File: src/rtl/id_ex_reg_pkg.sv
// Shared widths, control-bundle bit positions and the per-edge action type
// for the ID/EX pipeline register of the RV64I core.
package id_ex_reg_pkg;

    localparam int unsigned REG_DATA_WIDTH   = 64;
    localparam int unsigned REG_ADDR_WIDTH   = 5;
    localparam int unsigned CTRL_WIDTH       = 10;
    localparam int unsigned BUBBLE_CNT_WIDTH = 32;

    // Control bundle bit carrying "instruction reads data memory".
    localparam int unsigned CTRL_MEM_READ    = 1;

    typedef enum logic [1:0] {
        ACT_LOAD   = 2'd0,
        ACT_BUBBLE = 2'd1,
        ACT_HOLD   = 2'd2,
        ACT_FLUSH  = 2'd3
    } ex_action_e;

endpackage

File: src/rtl/id_ex_reg_load_use_detect.sv
// Combinational load-use hazard detector: a load sitting in EX whose
// destination is read by the valid instruction currently in ID.
module load_use_detect #(
    parameter int ADDR_W = 5
) (
    input  logic              ex_valid,
    input  logic              ex_mem_read,
    input  logic [ADDR_W-1:0] ex_rd_addr,
    input  logic              id_valid,
    input  logic              id_uses_rs1,
    input  logic              id_uses_rs2,
    input  logic [ADDR_W-1:0] id_rs1_addr,
    input  logic [ADDR_W-1:0] id_rs2_addr,
    output logic              load_use
);

    logic load_in_ex_s;
    logic rs1_dep_s;
    logic rs2_dep_s;

    // A load targeting x0 produces nothing to wait for, so it never stalls.
    always_comb begin
        load_in_ex_s = ex_valid & ex_mem_read & (ex_rd_addr != {ADDR_W{1'b0}});
        rs1_dep_s    = id_uses_rs1 & (id_rs1_addr == ex_rd_addr);
        rs2_dep_s    = id_uses_rs2 & (id_rs2_addr == ex_rd_addr);
        load_use     = load_in_ex_s & id_valid & (rs1_dep_s | rs2_dep_s);
    end

endmodule

File: src/rtl/id_ex_reg.sv
// ID/EX pipeline register: captures decoded ID fields, inserts load-use
// bubbles, honours EX hold and branch flush, and snoops writeback while held.
module id_ex_reg
    import id_ex_reg_pkg::*;
#(
    parameter int DATA_W = REG_DATA_WIDTH,
    parameter int ADDR_W = REG_ADDR_WIDTH,
    parameter int CTRL_W = CTRL_WIDTH,
    parameter int CNT_W  = BUBBLE_CNT_WIDTH
) (
    input  logic              clk,
    input  logic              reset,
    input  logic              id_valid,
    input  logic [DATA_W-1:0] id_pc,
    input  logic [ADDR_W-1:0] id_rs1_addr,
    input  logic [ADDR_W-1:0] id_rs2_addr,
    input  logic [ADDR_W-1:0] id_rd_addr,
    input  logic              id_uses_rs1,
    input  logic              id_uses_rs2,
    input  logic [DATA_W-1:0] id_rs1_data,
    input  logic [DATA_W-1:0] id_rs2_data,
    input  logic [DATA_W-1:0] id_imm,
    input  logic [CTRL_W-1:0] id_ctrl,
    input  logic              flush,
    input  logic              ex_hold,
    input  logic              wb_reg_write,
    input  logic [ADDR_W-1:0] wb_rd_addr,
    input  logic [DATA_W-1:0] wb_data,
    output logic              ex_valid,
    output logic [DATA_W-1:0] ex_pc,
    output logic [DATA_W-1:0] ex_imm,
    output logic [ADDR_W-1:0] ex_rs1_addr,
    output logic [ADDR_W-1:0] ex_rs2_addr,
    output logic [ADDR_W-1:0] ex_rd_addr,
    output logic [DATA_W-1:0] ex_rs1_data,
    output logic [DATA_W-1:0] ex_rs2_data,
    output logic [CTRL_W-1:0] ex_ctrl,
    output logic              stall_id,
    output logic [CNT_W-1:0]  bubble_cnt
);

    logic              ex_valid_r;
    logic [DATA_W-1:0] ex_pc_r;
    logic [DATA_W-1:0] ex_imm_r;
    logic [ADDR_W-1:0] ex_rs1_addr_r;
    logic [ADDR_W-1:0] ex_rs2_addr_r;
    logic [ADDR_W-1:0] ex_rd_addr_r;
    logic [DATA_W-1:0] ex_rs1_data_r;
    logic [DATA_W-1:0] ex_rs2_data_r;
    logic [CTRL_W-1:0] ex_ctrl_r;
    logic [CNT_W-1:0]  bubble_cnt_r;
    logic              load_use_s;
    ex_action_e        action_s;

    // Writes to x0 are architecturally discarded, so they must never be snooped.
    function automatic logic snoop_hit(input logic              we,
                                       input logic [ADDR_W-1:0] wrd,
                                       input logic [ADDR_W-1:0] rs);
        return we && (wrd != {ADDR_W{1'b0}}) && (wrd == rs);
    endfunction

    load_use_detect #(.ADDR_W(ADDR_W)) u_load_use_detect (
        .ex_valid    (ex_valid_r),
        .ex_mem_read (ex_ctrl_r[CTRL_MEM_READ]),
        .ex_rd_addr  (ex_rd_addr_r),
        .id_valid    (id_valid),
        .id_uses_rs1 (id_uses_rs1),
        .id_uses_rs2 (id_uses_rs2),
        .id_rs1_addr (id_rs1_addr),
        .id_rs2_addr (id_rs2_addr),
        .load_use    (load_use_s)
    );

    // Resolve what this edge does: flush beats hold beats load-use bubble.
    always_comb begin
        action_s = ACT_LOAD;
        if (flush) begin
            action_s = ACT_FLUSH;
        end else if (ex_hold) begin
            action_s = ACT_HOLD;
        end else if (load_use_s) begin
            action_s = ACT_BUBBLE;
        end else begin
            action_s = ACT_LOAD;
        end
    end

    assign stall_id = ~flush & (ex_hold | load_use_s);

    // Pipeline register update, bubble counter and writeback snooping.
    always_ff @(posedge clk) begin
        if (reset) begin
            ex_valid_r    <= 1'b0;
            ex_pc_r       <= {DATA_W{1'b0}};
            ex_imm_r      <= {DATA_W{1'b0}};
            ex_rs1_addr_r <= {ADDR_W{1'b0}};
            ex_rs2_addr_r <= {ADDR_W{1'b0}};
            ex_rd_addr_r  <= {ADDR_W{1'b0}};
            ex_rs1_data_r <= {DATA_W{1'b0}};
            ex_rs2_data_r <= {DATA_W{1'b0}};
            ex_ctrl_r     <= {CTRL_W{1'b0}};
            bubble_cnt_r  <= {CNT_W{1'b0}};
        end else begin
            case (action_s)
                ACT_FLUSH: begin
                    ex_valid_r <= 1'b0;
                    ex_ctrl_r  <= {CTRL_W{1'b0}};
                end
                ACT_HOLD: begin
                    if (snoop_hit(wb_reg_write, wb_rd_addr, ex_rs1_addr_r)) begin
                        ex_rs1_data_r <= wb_data;
                    end
                    if (snoop_hit(wb_reg_write, wb_rd_addr, ex_rs2_addr_r)) begin
                        ex_rs2_data_r <= wb_data;
                    end
                end
                ACT_BUBBLE: begin
                    ex_valid_r <= 1'b0;
                    ex_ctrl_r  <= {CTRL_W{1'b0}};
                    if (!(&bubble_cnt_r)) begin
                        bubble_cnt_r <= bubble_cnt_r + {{(CNT_W-1){1'b0}}, 1'b1};
                    end
                end
                ACT_LOAD: begin
                    ex_valid_r    <= id_valid;
                    ex_pc_r       <= id_pc;
                    ex_imm_r      <= id_imm;
                    ex_rs1_addr_r <= id_rs1_addr;
                    ex_rs2_addr_r <= id_rs2_addr;
                    ex_rd_addr_r  <= id_rd_addr;
                    ex_rs1_data_r <= id_rs1_data;
                    ex_rs2_data_r <= id_rs2_data;
                    ex_ctrl_r     <= id_valid ? id_ctrl : {CTRL_W{1'b0}};
                end
                default: begin
                    ex_valid_r <= 1'b0;
                    ex_ctrl_r  <= {CTRL_W{1'b0}};
                end
            endcase
        end
    end

    assign ex_valid    = ex_valid_r;
    assign ex_pc       = ex_pc_r;
    assign ex_imm      = ex_imm_r;
    assign ex_rs1_addr = ex_rs1_addr_r;
    assign ex_rs2_addr = ex_rs2_addr_r;
    assign ex_rd_addr  = ex_rd_addr_r;
    assign ex_rs1_data = ex_rs1_data_r;
    assign ex_rs2_data = ex_rs2_data_r;
    assign ex_ctrl     = ex_ctrl_r;
    assign bubble_cnt  = bubble_cnt_r;

endmodule

File: config.mk
export PLATFORM = sky130hd
export DESIGN_NAME = id_ex_reg
export DESIGN_NICKNAME = d
export VERILOG_FILES = /design/src/rtl/id_ex_reg_pkg.sv /design/src/rtl/id_ex_reg_load_use_detect.sv /design/src/rtl/id_ex_reg.sv
export SDC_FILE = /design/constraint.sdc
export NUM_CORES = 1
export LEC_CHECK = 0
export BUFFER_PORTS_ARGS = -buffer_cell sky130_fd_sc_hd__buf_2
export CAP_MARGIN = 20
export CORE_AREA = 2 2 261 263
export CTS_CLUSTER_DIAMETER = 200
export DETAILED_ROUTE_END_ITERATION = 7
export DIE_AREA = 0 0 263 265
export PLACE_DENSITY_LB_ADDON = 0.1
export SYNTH_ARGS = -nofsm -noshare
export SYNTH_HDL_FRONTEND = slang
export SYNTH_SLANG_ARGS = --single-unit
File: constraint.sdc
create_clock -name clk -period 3.82 [get_ports clk]
set_clock_uncertainty 0.2 [all_clocks]
set_input_delay 0.573 -clock clk [delete_from_list [all_inputs] [get_ports clk]]
set_output_delay 0.573 -clock clk [all_outputs]
set_load 0.005 [all_outputs]
Word-level counts from Yosys, hierarchy flattened
Index checks and enable logic that the tools add are counted.
W data, S select, Z words.
Storage, ports and cells
  output and inout bits: 315
  word-level logic and storage cells: 54
  input bits: 358
  register bits after elaboration: 314
Cells by class
  add/subtract/negate cells: 1
  mux-type cells: 10
  eq/ne operators: 9
  reduce and logical (&&, ||, !) cells: 13
  bitwise gates (word level): 11
Operators with widths (count)
  $pmux W64 S2: 2
  $mux W64: 2
  $add A32 B1 Y32 const B: 1
  $reduce_and A32 Y1: 1
  $eq A5 B5 Y1: 4
  $pmux W10 S2: 1
  $mux W10: 1
  $reduce_bool A5 Y1: 2
  $and A1 B1 Y1: 7
  $reduce_and A2 Y1: 3
  $eq A2 B2 Y1 const B: 2
  $mux W2: 2
  $ne A2 B2 Y1 const B: 2
  $reduce_bool A2 Y1: 2
  $logic_and A1 B1 Y1: 3
  $eq A2 B1 Y1 const B: 1
  $logic_not A2 Y1: 1
  $not A1 Y1: 2
  $or A1 B1 Y1: 2
  $pmux W1 S2: 1
  $reduce_or A2 Y1: 1
  $mux W1: 1

Depth between registers and ports, before layout
Gate-level depths: netlist of the first run.
  word-level depth: 10
  depth in mapped cells: 8
  mapped depth without buffers: 7

Cells and area by module
A second synthesis of the first run with hierarchy kept.
Second synthesis, totals
  cell total of the unflattened synthesis: 1456
  area total of the unflattened synthesis: 12637.1 um^2
Modules (own cells, without submodules)
  id_ex_reg: cells each 1439, area an instance 12505.7 um^2, seq. area each 6286.0 um^2, instances 1
  load_use_detect: cells each 17, area an instance 131.4 um^2, seq. area each 0.0 um^2, instances 1

Worst setup path before layout of the first run
No wires, ideal clock.
  path type: input to register
  start point: in id_rs1_addr[0]
  end point: reg bubble_cnt_r[29], in the netlist bubble_cnt[29]
  data required time: 3.549 ns
  slack: 1.333 ns
  buffers on the path: 1
  stages: 7
  setup time: 0.071 ns
  arrival time: 2.216 ns
  cells stage by stage: xnor2_1 nand4_1 o22a_1 or4_4 buf_6 or3_1 a21oi_1
On the way
  longest elaborated chain between the ends: 9
Ends and longest elaborated chain
  start: declaration: RTL line id_ex_reg.sv:15  | input logic [ADDR_W-1:0] id_rs1_addr,
  $eq A5 B5 Y1: RTL line id_ex_reg_load_use_detect.sv:24  | rs1_dep_s = id_uses_rs1 & (id_rs1_addr == ex_rd_addr);
  $and A1 B1 Y1: RTL line id_ex_reg_load_use_detect.sv:24
  $or A1 B1 Y1: RTL line id_ex_reg_load_use_detect.sv:26  | load_use = load_in_ex_s & id_valid & (rs1_dep_s | rs2_dep_s);
  $and A1 B1 Y1: RTL line id_ex_reg_load_use_detect.sv:26
  $mux W1: RTL line id_ex_reg.sv:81  | end else if (load_use_s) begin
  $mux W2: RTL line id_ex_reg.sv:79  | end else if (ex_hold) begin
  $mux W2: RTL line id_ex_reg.sv:77  | if (flush) begin
  $eq A2 B1 Y1: RTL line id_ex_reg.sv:104  | case (action_s)
  $reduce_and A2 Y1 (no source line)
  end signal: assignment: RTL line id_ex_reg.sv:102  | bubble_cnt_r <= {CNT_W{1'b0}};
  end signal: assignment: RTL line id_ex_reg.sv:121  | bubble_cnt_r <= bubble_cnt_r + {{(CNT_W-1){1'b0}}, 1'b1};
  end: declaration: RTL line id_ex_reg.sv:51  | logic [CNT_W-1:0] bubble_cnt_r;
Every way passes these cells.
A chain may end at the register's enable or synchronous reset.

Worst setup path in the final report of the first run
  start point: reg ex_rd_addr_r[2], in the netlist ex_rd_addr[2]
  end point: out stall_id
On the way
  longest elaborated chain between the ends: 6
  elaborated cells between the ends (all ways): 11
  classes of those cells: eq/ne: 2; bitwise: 8; reduce/logical: 1
Ends and longest elaborated chain
  start: declaration: RTL line id_ex_reg.sv:47  | logic [ADDR_W-1:0] ex_rd_addr_r;
  start signal: assignment: RTL line id_ex_reg.sv:98  | ex_rd_addr_r <= {ADDR_W{1'b0}};
  start signal: assignment: RTL line id_ex_reg.sv:130  | ex_rd_addr_r <= id_rd_addr;
  $eq A5 B5 Y1, or another cell as far along: RTL line id_ex_reg_load_use_detect.sv:24
  $and A1 B1 Y1, on equally long branches: RTL line id_ex_reg_load_use_detect.sv:24, id_ex_reg_load_use_detect.sv:23, id_ex_reg_load_use_detect.sv:25
  $or A1 B1 Y1 or $and A1 B1 Y1 (tied branches): RTL line id_ex_reg_load_use_detect.sv:26
  $and A1 B1 Y1 (*): RTL line id_ex_reg_load_use_detect.sv:26
  $or A1 B1 Y1 (*): RTL line id_ex_reg.sv:88  | assign stall_id = ~flush & (ex_hold | load_use_s);
  $and A1 B1 Y1 (*): RTL line id_ex_reg.sv:88
  end: declaration: RTL line id_ex_reg.sv:38  | output logic stall_id,
Every way passes the cells marked *; elsewhere a longest branch is shown, timed or not.

==> results of run 1 <==
-- metal layers --
layer / vias to the layer above / track usage (%) / share of wire (%)
li1: 6330 / - / -
met1: 5977 / 17.8 / 39
met2: 450 / 28.4 / 49
met3: 94 / 6.37 / 8.9
met4: 24 / 4.45 / 2.4
met5: - / 0 / 0.26
-- where the power goes --
group | switching, mW | internal, mW | leakage, nW
clock | 1.57 | 2.31 | 0.666
sequential | 0.0871 | 3.44 | 2.57
combinational | 0.491 | 0.406 | 4.61
total | 2.15 | 6.16 | 7.85
-- sequential cells by signal, indices dropped and copies added (netlist names) --
register	count
bubble_cnt	32
ex_ctrl	10
ex_imm	64
ex_pc	64
ex_rd_addr	5
ex_rs1_addr	5
ex_rs1_data	64
ex_rs2_addr	5
ex_rs2_data	64
ex_valid	1
-- area by class of cell --
type                    instances  area (um^2)
inverters                       4         15.0
diodes                          5         12.5
clock buffers                  63         1240
well taps                     873         1090
fillers                      7429        48400
clock inverters                13          114
multi-input cells            1024         5890
flip-flops and latches        314         6290
repair buffers                703         3750
-- synthesized netlist by cell type, types with 2 or more instances --
cell type  instances
a21oi_1          169
nor3_1             3
or3_2              2
nor4_1             4
nor2b_1            4
or2_2              2
dfxtp_1          314
nand2_1          303
nand3_1           18
or3_1             19
and3_1             2
xnor2_1           17
clkbuf_1          81
xor2_1             7
buf_2             27
o31ai_1            4
or4_1              7
a211oi_1         129
or4_2              2
nor2_1           143
mux2i_1          129
a22o_1             9
nand4_1           10
inv_1              4
nor3b_1            2
o21ai_0           22
-- cell families (layout without fill, tap and decap cells) --
kind of cell / after synthesis / after routing / share of synthesized area [%]
simple gates: 528 / 528 / 17.6
compound gates: 341 / 341 / 16.6
flops: 314 / 314 / 49.7
mux: 130 / 130 / 10.3
buf+inv: 117 / 783 / 3.92
xor+xnor: 24 / 24 / 1.66
fa+ha+maj: 1 / 1 / 0.0990
other cells: 0 / 5 / 0
-- path summary, 6_finish.rpt --
check | endpoint | slack [ps] | cells past startpoint
setup reg to reg | ex_imm[41] | 950 | 7
hold reg to reg | ex_imm[48] | 250 | 2
hold / removal | ex_valid | 40 | 2
setup / recovery | stall_id | 800 | 6
-- repair_timing --
action,CTS,global route
setup buffers,0,0
hold endpoints to repair,8,0
hold buffers,8,0
-- worst max-delay path: cells and delay by family (launching register included) --
family / cells / cell delay (ps)
AOI/OAI and AO/OA: 2 / 580
DFF: 1 / 470
and+or+nand+nor: 2 / 320
xor gates and xnor gates: 1 / 160
buffers and inverters: 1 / 150
-- cell usage in the layout (no fill, tap or decap), types with 19 or more instances in the layout --
cell type | netlist | layout
buf_2 | 27 | 671
mux2i_1 | 129 | 129
clkbuf_16 | 0 | 42
nand2_1 | 303 | 303
a211oi_1 | 129 | 129
a21oi_1 | 169 | 169
or3_1 | 19 | 19
nor2_1 | 143 | 143
o21ai_0 | 22 | 22
dfxtp_1 | 314 | 314
-- stage by stage --
step                      hold slack, ps  util (%)  setup slack (ps)  cell area, um^2
after floorplan                      253         -              1330            12600
after global placement               240      25.4               809            17000
after detailed placement             244      25.4               773            17000
after CTS                          0.622      27.5               725            18400
after global routing                10.6      27.5               600            18400
final                               42.5      27.5               802            18400
==> impl_metrics.csv, run 1 <==
group,metric,value,unit
run_status,status,"finished clean",
pwr,finalPower,8.31,mW
critical_path,cp.arrival,2240,ps
clocking,clk_pin_slew_worst_paths,50,ps
floorplanning,dieArea,69700,um^2
clocking,tritoncts,"done",
global_route,grt_pass1_vias,13200,
global_route,antenna_found_initial,19,
yosys,synth.avg_cell_area,8.69,um^2
timing,fin_crit,3020,ps
layout,stdcell_count,2999,
yosys,synth_top_area_share,49.7,%
clocking,clockBufferDepth,3,
critical_path,reg2reg_from,"ex_rd_addr[0]",
critical_path,cp_slowest_cell,"dfxtp_1",
critical_path,critPathCaptureType,"output pin",
timing,slew_viol_final,0,
timing,fmax,0.331,GHz
floorplanning,coreArea,66800,um^2
yosys,synth_cell_types,48,
clocking,cts_made_buffers,42,
yosys,synth_top_cell_by_area,"dfxtp_1",
yosys,synth_edf_count,0,
routing,ant_nets,0,
floorplanning,io_pins,673,
layout,layout.nets,2448,
clocking,cts_sinks,314,
critical_path,crit_chain,"xnor2_1, nand4_1, o22ai_2, a21oi_1, nor2_1, buf_2",
placement,place_congestion,0.825,
yosys,ys_ff_latch,314,
global_route,gr-usage-all-layers,16.1,%
clocking,ctsRootBufferMaster,"clkbuf_16",
critical_path,start_kind,"register",
clocking,cts_resized,0,
yosys,ys.warnings.count,0,
routing,vias,12900,
routing,drt_first_pass_iters,5,
yosys,synthesis.area,12600,um^2
yosys,ys_top_cells_by_area,"dfxtp_1, mux2i_1, nand2_1",
timing,rsz0062_at_grt,"no",
placement,port_buffers,672,
routing,wl_per_cell,19.4,um
routing,routed_via_density,4.29,
timing,fin_tns_setup,0,ps
routing,routed_wl,58.3,mm
timing,worst_slew_pin_slew,889,ps
timing,slew_headroom,40.7,%
floorplanning,initial_core_util,18.9,%
floorplanning,die_w,263,um
routing,drc,0,
layout,drive_gt1_share,36.8,%
min_path,min_from,"flush",
critical_path,max_stage_delay,470,ps
global_route,grt_max_degree,153,
timing,hold_viol,0,
placement,hpwlAfterDp,43.8,mm
timing,setup_viol,0,
pwr,p_per_area,451,nW/um^2
global_route,overflow,0,
flow_run,maxCapViolCount,0,
yosys,synthCells,1455,
yosys,synthArstFlopShare,0,%
yosys,synth_flop_cell,"dfxtp_1",
clocking,clkLatencyLatePin,560,ps
pwr,vdd_ir_drop_max,0.000222,V
yosys,yosysSeqAreaShare,49.7,%
yosys,syn_nets,1814,
min_path,hp-class,"in -> reg",
timing,period_share,79.0,%
critical_path,worstPathRequired,3050,ps
critical_path,cp_max_fo,7,
routing,drt-initial-drc-count,639,
pwr,total_leakage_power,7.85,nW
global_route,grt_pass1_wl,86.3,mm
critical_path,path_class,"reg -> out",
layout,area_growth_syn_to_layout,45.6,%
critical_path,critPathLaunch,"ex_rd_addr[2]",
placement,placed_cells,2910,
floorplanning,die_h,265,um
clocking,h-tree-depth,2,
floorplanning,rows,95,
No activity file was read; power rests on OpenSTA's default activity.
==> run 2, diff against run 1 <==
- clock period: 3.82 -> 2.4 ns (I/O delays scaled with it)
==> run 2 against run 1 <==
Compared with the run above: the flow now finishes with violations (negative setup slack); largest power group unchanged; critical path depth grew 3; setup slack lost 1000 ps; core utilization grew 12 points; clock power grew 60%; via count grew 20%; final area grew 44%; first-iteration DRC count shrank 13%; flip-flop and latch count is the same; critical path type is now reg -> reg; count of clock-buffer cells in the layout shrank 2.
==> impl_metrics.csv, run 2 (synthesis results as in run 1) <==
group,metric,value,unit
critical_path,reg2reg_depth,9,
routing,wl_per_cell,19.7,um
global_route,grt_pass1_wl,96.6,mm
layout,layout.nets,2994,
routing,dr_wl_met3,4.78,mm
run_status,failed_checks,"negative setup slack",
critical_path,crit_chain,"xnor2_2, nand4_1, buf_4, o22a_4, buf_4, buf_4, or4_4, or3_1, a21oi_1",
clocking,clkLatencyLatePin,560,ps
critical_path,critPathBufInv,3,
min_path,hp-class,"in -> reg",
timing,setup_ws,-219,ps
critical_path,max_stage_delay,450,ps
clocking,cts_made_buffers,41,
timing,period_share,109,%
routing,drc,0,
routing,routed_wl,69.8,mm
layout,final_common_cell,"buf_2",
floorplanning,initial_core_util,18.9,%
floorplanning,rows,95,
critical_path,rr_endpoint,"bubble_cnt[22]",
floorplanning,coreArea,66800,um^2
timing,fmax,0.382,GHz
layout,n_fill_cell,6794,
min_path,min_from,"id_rs1_addr[1]",
layout,final_core_util,39.7,%
timing,hold_viol,0,
global_route,overflow,0,
timing,fin_crit,2620,ps
global_route,grt_pass1_vias,15700,
layout,area_growth_syn_to_layout,110,%
critical_path,cp_slowest_cell,"or4_4",
critical_path,critPathTopFamily,"simple AND/OR/NAND/NOR gates",
global_route,antenna_found_initial,7,
run_status,status,"finished, violations left",
routing,met2_length,35.1,mm
clocking,cts_sinks,314,
layout,stdcell_area,26500,um^2
clocking,clk_pin_slew_worst_paths,60,ps
global_route,gr-usage-all-layers,17.9,%
clocking,h-tree-depth,2,
critical_path,cp.arrival,2910,ps
min_path,whs_path_depth,4,
routing,drt_first_pass_iters,4,
critical_path,critPathCaptureType,"register",
placement,place_congestion,0.844,
floorplanning,die_h,265,um
clocking,tritoncts,"done",
routing,wl_met1,28.1,mm
routing,routed.top_layer,"met5",
timing,slew_viol_final,0,
pwr,finalPower,14.5,mW
placement,hpwlAfterDp,46.7,mm
pwr,vdd_ir_drop_max,0.000436,V
critical_path,cp_max_fo,6,
timing,setup_viol,288,
critical_path,reg2reg_from,"ex_rd_addr[0]",
timing,slew_headroom,56.4,%
layout,most-common-layout-cells,"buf_2, dlygate4sd3_1, dfxtp_1",
min_path,whs_endpoint,"ex_rs1_addr[1]",
flow_run,maxCapViolCount,0,
clocking,clockBufferDepth,3,
timing,worst_slew_pin_slew,654,ps
critical_path,cpMostUsedCell,"buf_4",
critical_path,rrSetupSlack,-220,ps
critical_path,start_kind,"register",
floorplanning,die_w,263,um
layout,drive_gt1_share,49.9,%
clocking,ctsRootBufferMaster,"clkbuf_16",
pwr,p_per_area,548,nW/um^2
critical_path,worstPathRequired,2690,ps
placement,port_buffers,672,
floorplanning,dieArea,69700,um^2
routing,drt-initial-drc-count,555,
routing,vias,15400,
floorplanning,io_pins,673,
routing,ant_nets,0,
placement,place_area,18000,um^2
critical_path,path_class,"reg -> reg",
global_route,grt_max_degree,64,
timing,rsz0062_at_grt,"yes",
placement,place_ws,-296,ps
routing,routed_via_density,4.36,
pwr,total_leakage_power,11.4,nW
run 2: changes by cell type in the layout (fill, tap and decap cells not counted), moves of 51 or more:
cell and change:
nand2_4 +65, a21oi_1 -91, a211oi_1 -97, dlygate4sd3_1 +338, buf_4 +88, nand2_1 -90
a211oi_2 +97, a21oi_2 +91, nor2_1 -51
run 2: repair_timing:
action | in CTS | in global routing
setup buffers | 14 | 38
setup endpoints to repair | 284 | 314
endpoints found under the hold margin | 281 | 0
pin swaps | 12 | 229
hold buffers | 346 | 0
cloned | 15 | 38
gates resized for setup | 47 | 500
run 2: cell type report:
| class | count | area (um^2) | share of cell area (%) |
|---|---|---|---|
| Multi-Input combinational cell | 1025 | 7610 | 28.7 |
| Antenna cell | 5 | 12.5 | 0.0472 |
| Clock inverter | 10 | 106 | 0.401 |
| Inverter | 4 | 15.0 | 0.0566 |
| Tap cell | 873 | 1090 | 4.12 |
| Timing Repair Buffer | 1249 | 10200 | 38.4 |
| Clock buffer | 61 | 1210 | 4.57 |
| Sequential cell | 314 | 6300 | 23.8 |
run 2: report_power, final:
group          internal, mW  switching [mW]
clock                  3.69            2.49
sequential             5.47           0.172
combinational          1.51            1.21
run 2: worst max-delay path by stage:
stage | from | end | slack, ps | depth (start not counted)
3_5_place_dp | id_rs1_addr[1] | bubble_cnt[30] | -300 | 7
5_1_grt | ex_rd_addr[0] | ex_pc[33] | -320 | 13
2_1_floorplan | ex_rd_addr[0] | bubble_cnt[29] | 80 | 7
3_3_place_gp | id_rs1_addr[1] | bubble_cnt[30] | -300 | 7
6_report | ex_rd_addr[0] | bubble_cnt[22] | -220 | 9
4_1_cts | ex_rd_addr[2] | stall_id | -290 | 7
run 2: metal layers:
layer	vias up	GRT usage, %
li1	7464	-
met3	109	5.32
met5	-	0
met4	4	5.56
met2	504	32.0
met1	7348	20.4
run 2: worst min-delay path: cells and delay by family:
kind,cells,cell delay [ps]
compound gates,1,50
buf+inv,2,290
simple gates,1,60
run 2: stage by stage:
step	instances	TNS (ps)	hold WS [ps]
after floorplan	1455	0	238
after global placement	3019	-35720	239
after detailed placement	3019	-48700	244
after CTS	3465	-52630	3.37
after global routing	3540	-62310	28.7
final	3541	-32560	51.3
